**src/rtl/lif_membrane_state.sv**
```systemverilog
// LIF neuron membrane register: captures u(t), fires against theta, and feeds back beta*u, -theta and the last spike.
// Optional REFRACTORY_EN adds a READY/REFRACT FSM that zeroes and silences the neuron for refr_steps steps.
module lif_membrane_state #(
    parameter int N_STAGE   = 6,
    parameter int THETA_RST = 64,
    parameter int SHIFT_RST = 2,
    localparam int W        = N_STAGE + 2
) (
    input  logic         clk,
    input  logic         rst_n,
    input  logic         ena,
    input  logic         step_valid,
    input  logic [W-1:0] u_in,
    input  logic         cfg_load,
    input  logic [W-1:0] theta,
    input  logic [2:0]   beta_shift,
`ifdef REFRACTORY_EN
    input  logic [3:0]   refr_steps,
    output logic         refractory,
`endif
    output logic [W-1:0] beta_u,
    output logic [W-1:0] minus_teta,
    output logic         was_spike,
    output logic         spike,
    output logic [W-1:0] u_state,
    output logic [7:0]   spike_count
);

    logic signed [W-1:0] u_reg;
    logic signed [W-1:0] theta_reg;
    logic signed [W-1:0] u_in_s;
    logic signed [W-1:0] leak_term;
    logic [2:0]          shift_reg;
    logic                spike_reg;
    logic                spike_q;
    logic [7:0]          cnt_q;
    logic                step;
    logic                fire_raw;
    logic                fire;
    logic                suppress;

    assign u_in_s   = u_in;
    assign step     = ena & step_valid;
    // Always compares against the registered theta, so a same-cycle cfg_load only affects later steps.
    assign fire_raw = (u_in_s >= theta_reg);

`ifdef REFRACTORY_EN
    typedef enum logic {READY = 1'b0, REFRACT = 1'b1} state_t;
    state_t     state, state_nx;
    logic [3:0] rcnt, rcnt_nx;

    always_ff @(posedge clk) begin
        if (!rst_n) begin
            state <= READY;
            rcnt  <= 4'd0;
        end else if (step) begin
            state <= state_nx;
            rcnt  <= rcnt_nx;
        end
    end

    always_comb begin
        state_nx = state;
        rcnt_nx  = rcnt;
        case (state)
            READY: begin
                if (fire_raw && (refr_steps != 4'd0)) begin
                    state_nx = REFRACT;
                    rcnt_nx  = refr_steps;
                end
            end
            REFRACT: begin
                rcnt_nx = rcnt - 4'd1;
                if (rcnt == 4'd1) state_nx = READY;
            end
            default: state_nx = READY;
        endcase
    end

    always_comb begin
        refractory = (state == REFRACT);
        suppress   = refractory;
    end
`else
    assign suppress = 1'b0;
`endif

    assign fire = fire_raw & ~suppress;

    always_ff @(posedge clk) begin
        if (!rst_n) begin
            u_reg     <= '0;
            spike_reg <= 1'b0;
            spike_q   <= 1'b0;
            cnt_q     <= 8'd0;
            theta_reg <= THETA_RST[W-1:0];
            shift_reg <= SHIFT_RST[2:0];
        end else if (ena) begin
            spike_q <= step & fire;
            if (step) begin
                u_reg     <= suppress ? '0 : u_in_s;
                spike_reg <= fire;
                if (fire && (cnt_q != 8'hFF)) cnt_q <= cnt_q + 8'd1;
            end
            if (cfg_load) begin
                theta_reg <= theta;
                shift_reg <= beta_shift;
            end
        end
    end

    // Arithmetic shift: large shifts of a negative u leave -1, so the leak never fully reaches u.
    assign leak_term   = u_reg >>> shift_reg;
    assign beta_u      = u_reg - leak_term;
    assign minus_teta  = -theta_reg;
    assign was_spike   = spike_reg;
    assign spike       = spike_q & ena;
    assign u_state     = u_reg;
    assign spike_count = cnt_q;

endmodule

```
**config.mk**
```make
export PLATFORM = sky130hd
export DESIGN_NAME = lif_membrane_state
export DESIGN_NICKNAME = d
export VERILOG_FILES = /design/src/rtl/lif_membrane_state.sv
export SDC_FILE = /design/constraint.sdc
export NUM_CORES = 1
export LEC_CHECK = 0
export ABC_AREA = 1
export CORE_MARGIN = 3
export CORE_UTILIZATION = 43
export CTS_CLUSTER_DIAMETER = 50
export DETAILED_ROUTE_END_ITERATION = 16
export PLACE_DENSITY = 0.76
export SLEW_MARGIN = 20
export SYNTH_ARGS = -nofsm -noshare
export SYNTH_HDL_FRONTEND = slang
export SYNTH_SLANG_ARGS = --single-unit
```
**constraint.sdc**
```tcl
create_clock -name clk -period 2.3 [get_ports clk]
set_clock_uncertainty 0.1 [all_clocks]
set_input_delay 0.46 -clock clk [delete_from_list [all_inputs] [get_ports clk]]
set_output_delay 0.46 -clock clk [all_outputs]
set_load 0.005 [all_outputs]
```
==> flow_summary.yaml <==
outcome:
  status: "finished with violations"
  violations: "negative setup slack"
critical_path:
  start_kind: "register"
  rr_endpoint: "spike_count[6]"
  critPathRequiredTime_ps: 1740
  reg2reg_depth: 11
  r2r_setup_slack_ps: 290
  critPathArrivalTime_ps: 2370
  path_max_fanout: 6
  rr_startpoint: "theta_reg[5]"
  path_class: "reg -> out"
  endpoint_kind: "output pin"
timing:
  period_needed_ps: 2930
  slew_viol_final: 0
  tns_ps: -4040
  fin_hold_ws_ps: 365
  hold_viol: 0
  rsz0062_at_grt: "true"
  tightest_slew_ps: 413
  worst_slack_ps: -632
  relSlewSlack_pct: 72.3
  fmaxAchievable_mhz: 341
  setup_violations: 8
  post-route-period-util_pct: 127
power:
  leakage_nw: 1.46
  p_per_area_mw_per_mm2: 569
  ir_drop_uv: 322
  total_power_mw: 1.78
drt:
  post-route-drc-count: 0
  num_vias: 2177
  wl_per_cell_um: 13.0
  wl_um: 5640
  drtPass1Iterations: 4
  ant_nets: 0
  via_per_inst: 5.03
  drt_iter0_drc: 140
placed_design:
  dp_hpwl_um: 4000
  pre_cts_slack_ps: -721
  io_buffers: 57
  gp_congestion: 0.860
grt:
  grt_max_degree: 29
  antenna_found_initial: 0
  grt_usage_pct: 20.4
  grt_pass1_wl_um: 8740
  grt_pass1_vias: 2053
  grt_overflow: 0
hold_path:
  min-delay-start: "spike_q"
  hold_depth: 2
  min_path_type: "reg -> reg"
  hold-path-endpoint: "spike_q"
logic_synthesis:
  synthCells: 286
  synth_warnings: 0
  yosys_register_bits: 29
  yosysTopAreaCell: "dfxtp_1"
  synth_top_area_share_pct: 28.7
  syn_avg_cell_area_um2: 7.07
  netlist_area_mm2: 0.00202
  yosysSeqAreaShare_pct: 28.7
  synth_nets: 328
  synthTopCellsByArea: "dfxtp_1, ha_1, nand2_1"
  yosysUniqueCellTypes: 32
clock_tree:
  numCtsBuffers: 5
  cts_max_path_buffers: 2
  tritoncts: "yes"
  cts_num_sinks: 29
  clock_latency_ps: 290
  htree_levels: 2
  hold_buffers: 0
  root_buffer: "clkbuf_8"
  clk_pin_slew_worst_paths_ps: 70
layout:
  post-route-util_pct: 70.4
  multi_input_area_mm2: 0.00134
  nets: 422
  fill_cells: 367
  antenna_cells: 0
  layout_commonest_cell: "nand2_1"
  area_growth_pct: 54.6
  regArea_um2: 586
  drive_gt1_share_pct: 24.1
  final_cell_mix: "nand2_1, clkdlybuf4s50_1, inv_1, buf_4, dfxtp_1"
die:
  start_util_pct: 45.5
  ios: 58
  coreArea_mm2: 0.00444
  die_y_um: 74.6
  die_w_um: 74.6
  dieArea_mm2: 0.00556
  fp-row-count: 24
flow_run:
  maxCapViolations: 0
-- how the worst max path moves through the flow --
stage | endpoint | from | slack [ps] | cells past startpoint
4_1_cts | beta_u[6] | shift_reg[0] | -610 | 13
2_1_floorplan | beta_u[7] | shift_reg[0] | -100 | 13
6_report | beta_u[6] | shift_reg[0] | -630 | 13
3_5_place_dp | beta_u[7] | shift_reg[0] | -720 | 14
5_1_grt | beta_u[7] | shift_reg[0] | -790 | 14
3_3_place_gp | beta_u[7] | shift_reg[0] | -690 | 12
-- per-stage QoR --
stage / instance area [um2] / cells
after floorplan: 2050 / 286
after global placement: 2900 / 420
after detailed placement: 2900 / 420
after CTS: 3060 / 432
after global routing: 3130 / 433
final: 3130 / 433
-- critical path: stages, from the launching register on --
cell and delay, ps:
dfxtp_4 400, buf_6 120, or2_4 100, o211ai_1 80, o211ai_1 100, o21ai_1 130
buf_4 160, fa_2 400, nand3_2 80, nand2_2 60, a21oi_2 130, o21ai_1 80
xor2_1 130, buf_2 130
-- cell usage after synthesis --
cell type and count:
xor2_1 13, nor2_2 2, nor3_4 1, nand4_1 7, nand2_2 3, or2_2 1, buf_2 2, nor3_1 3
nand3_2 3, buf_6 1, fa_1 1, nand4_2 1, clkinv_1 1, inv_1 45, nor2_1 24, o21ai_0 27
o211ai_1 5, mux2i_1 4, inv_2 2, nor3_2 1, clkbuf_1 4, buf_4 2, xnor2_1 2, a31oi_1 1
nand3_1 10, dfxtp_1 29, nand2_1 50, buf_1 1, ha_1 17, nand3_4 1, a21oi_1 21, o21bai_1 1
-- cell families after synthesis --
| family | share of synthesized area, % |
|---|---|
| compound gates | 14.4 |
| buf+inv | 11.6 |
| simple gates | 25.2 |
| mux | 1.98 |
| xor+xnor | 6.50 |
| flops | 28.7 |
| fa+ha+maj | 11.5 |
-- metal layers --
| metal | global-route usage, % | vias up | share of wire, % |
|---|---|---|---|
| li1 | - | 1119 | - |
| met1 | 22.7 | 986 | 41 |
| met2 | 37.5 | 63 | 52 |
| met3 | 4.32 | 9 | 4.5 |
| met4 | 8.10 | 0 | 1.6 |
| met5 | 0 | - | 0 |
-- what timing repair did --
item | in CTS | in global routing
pin swaps | 18 | 8
setup buffers | 5 | 1
cloned | 0 | 1
resized for setup | 47 | 12
endpoints found under the setup margin | 13 | 17
-- power breakdown --
group          internal, mW  switching [mW]
logic                 0.398           0.331
registers             0.536          0.0367
clock network         0.270           0.206
total                  1.20           0.573
-- cell type report --
cell class	count	share of cell area [%]
clock inverter	1	0.160
timing repair buffer	96	27.2
sequential	29	18.7
tap	52	2.08
clock buffer	7	3.08
multi-input combinational	200	43.0
inverter	48	5.76
(Power assumes the default switching activity.)
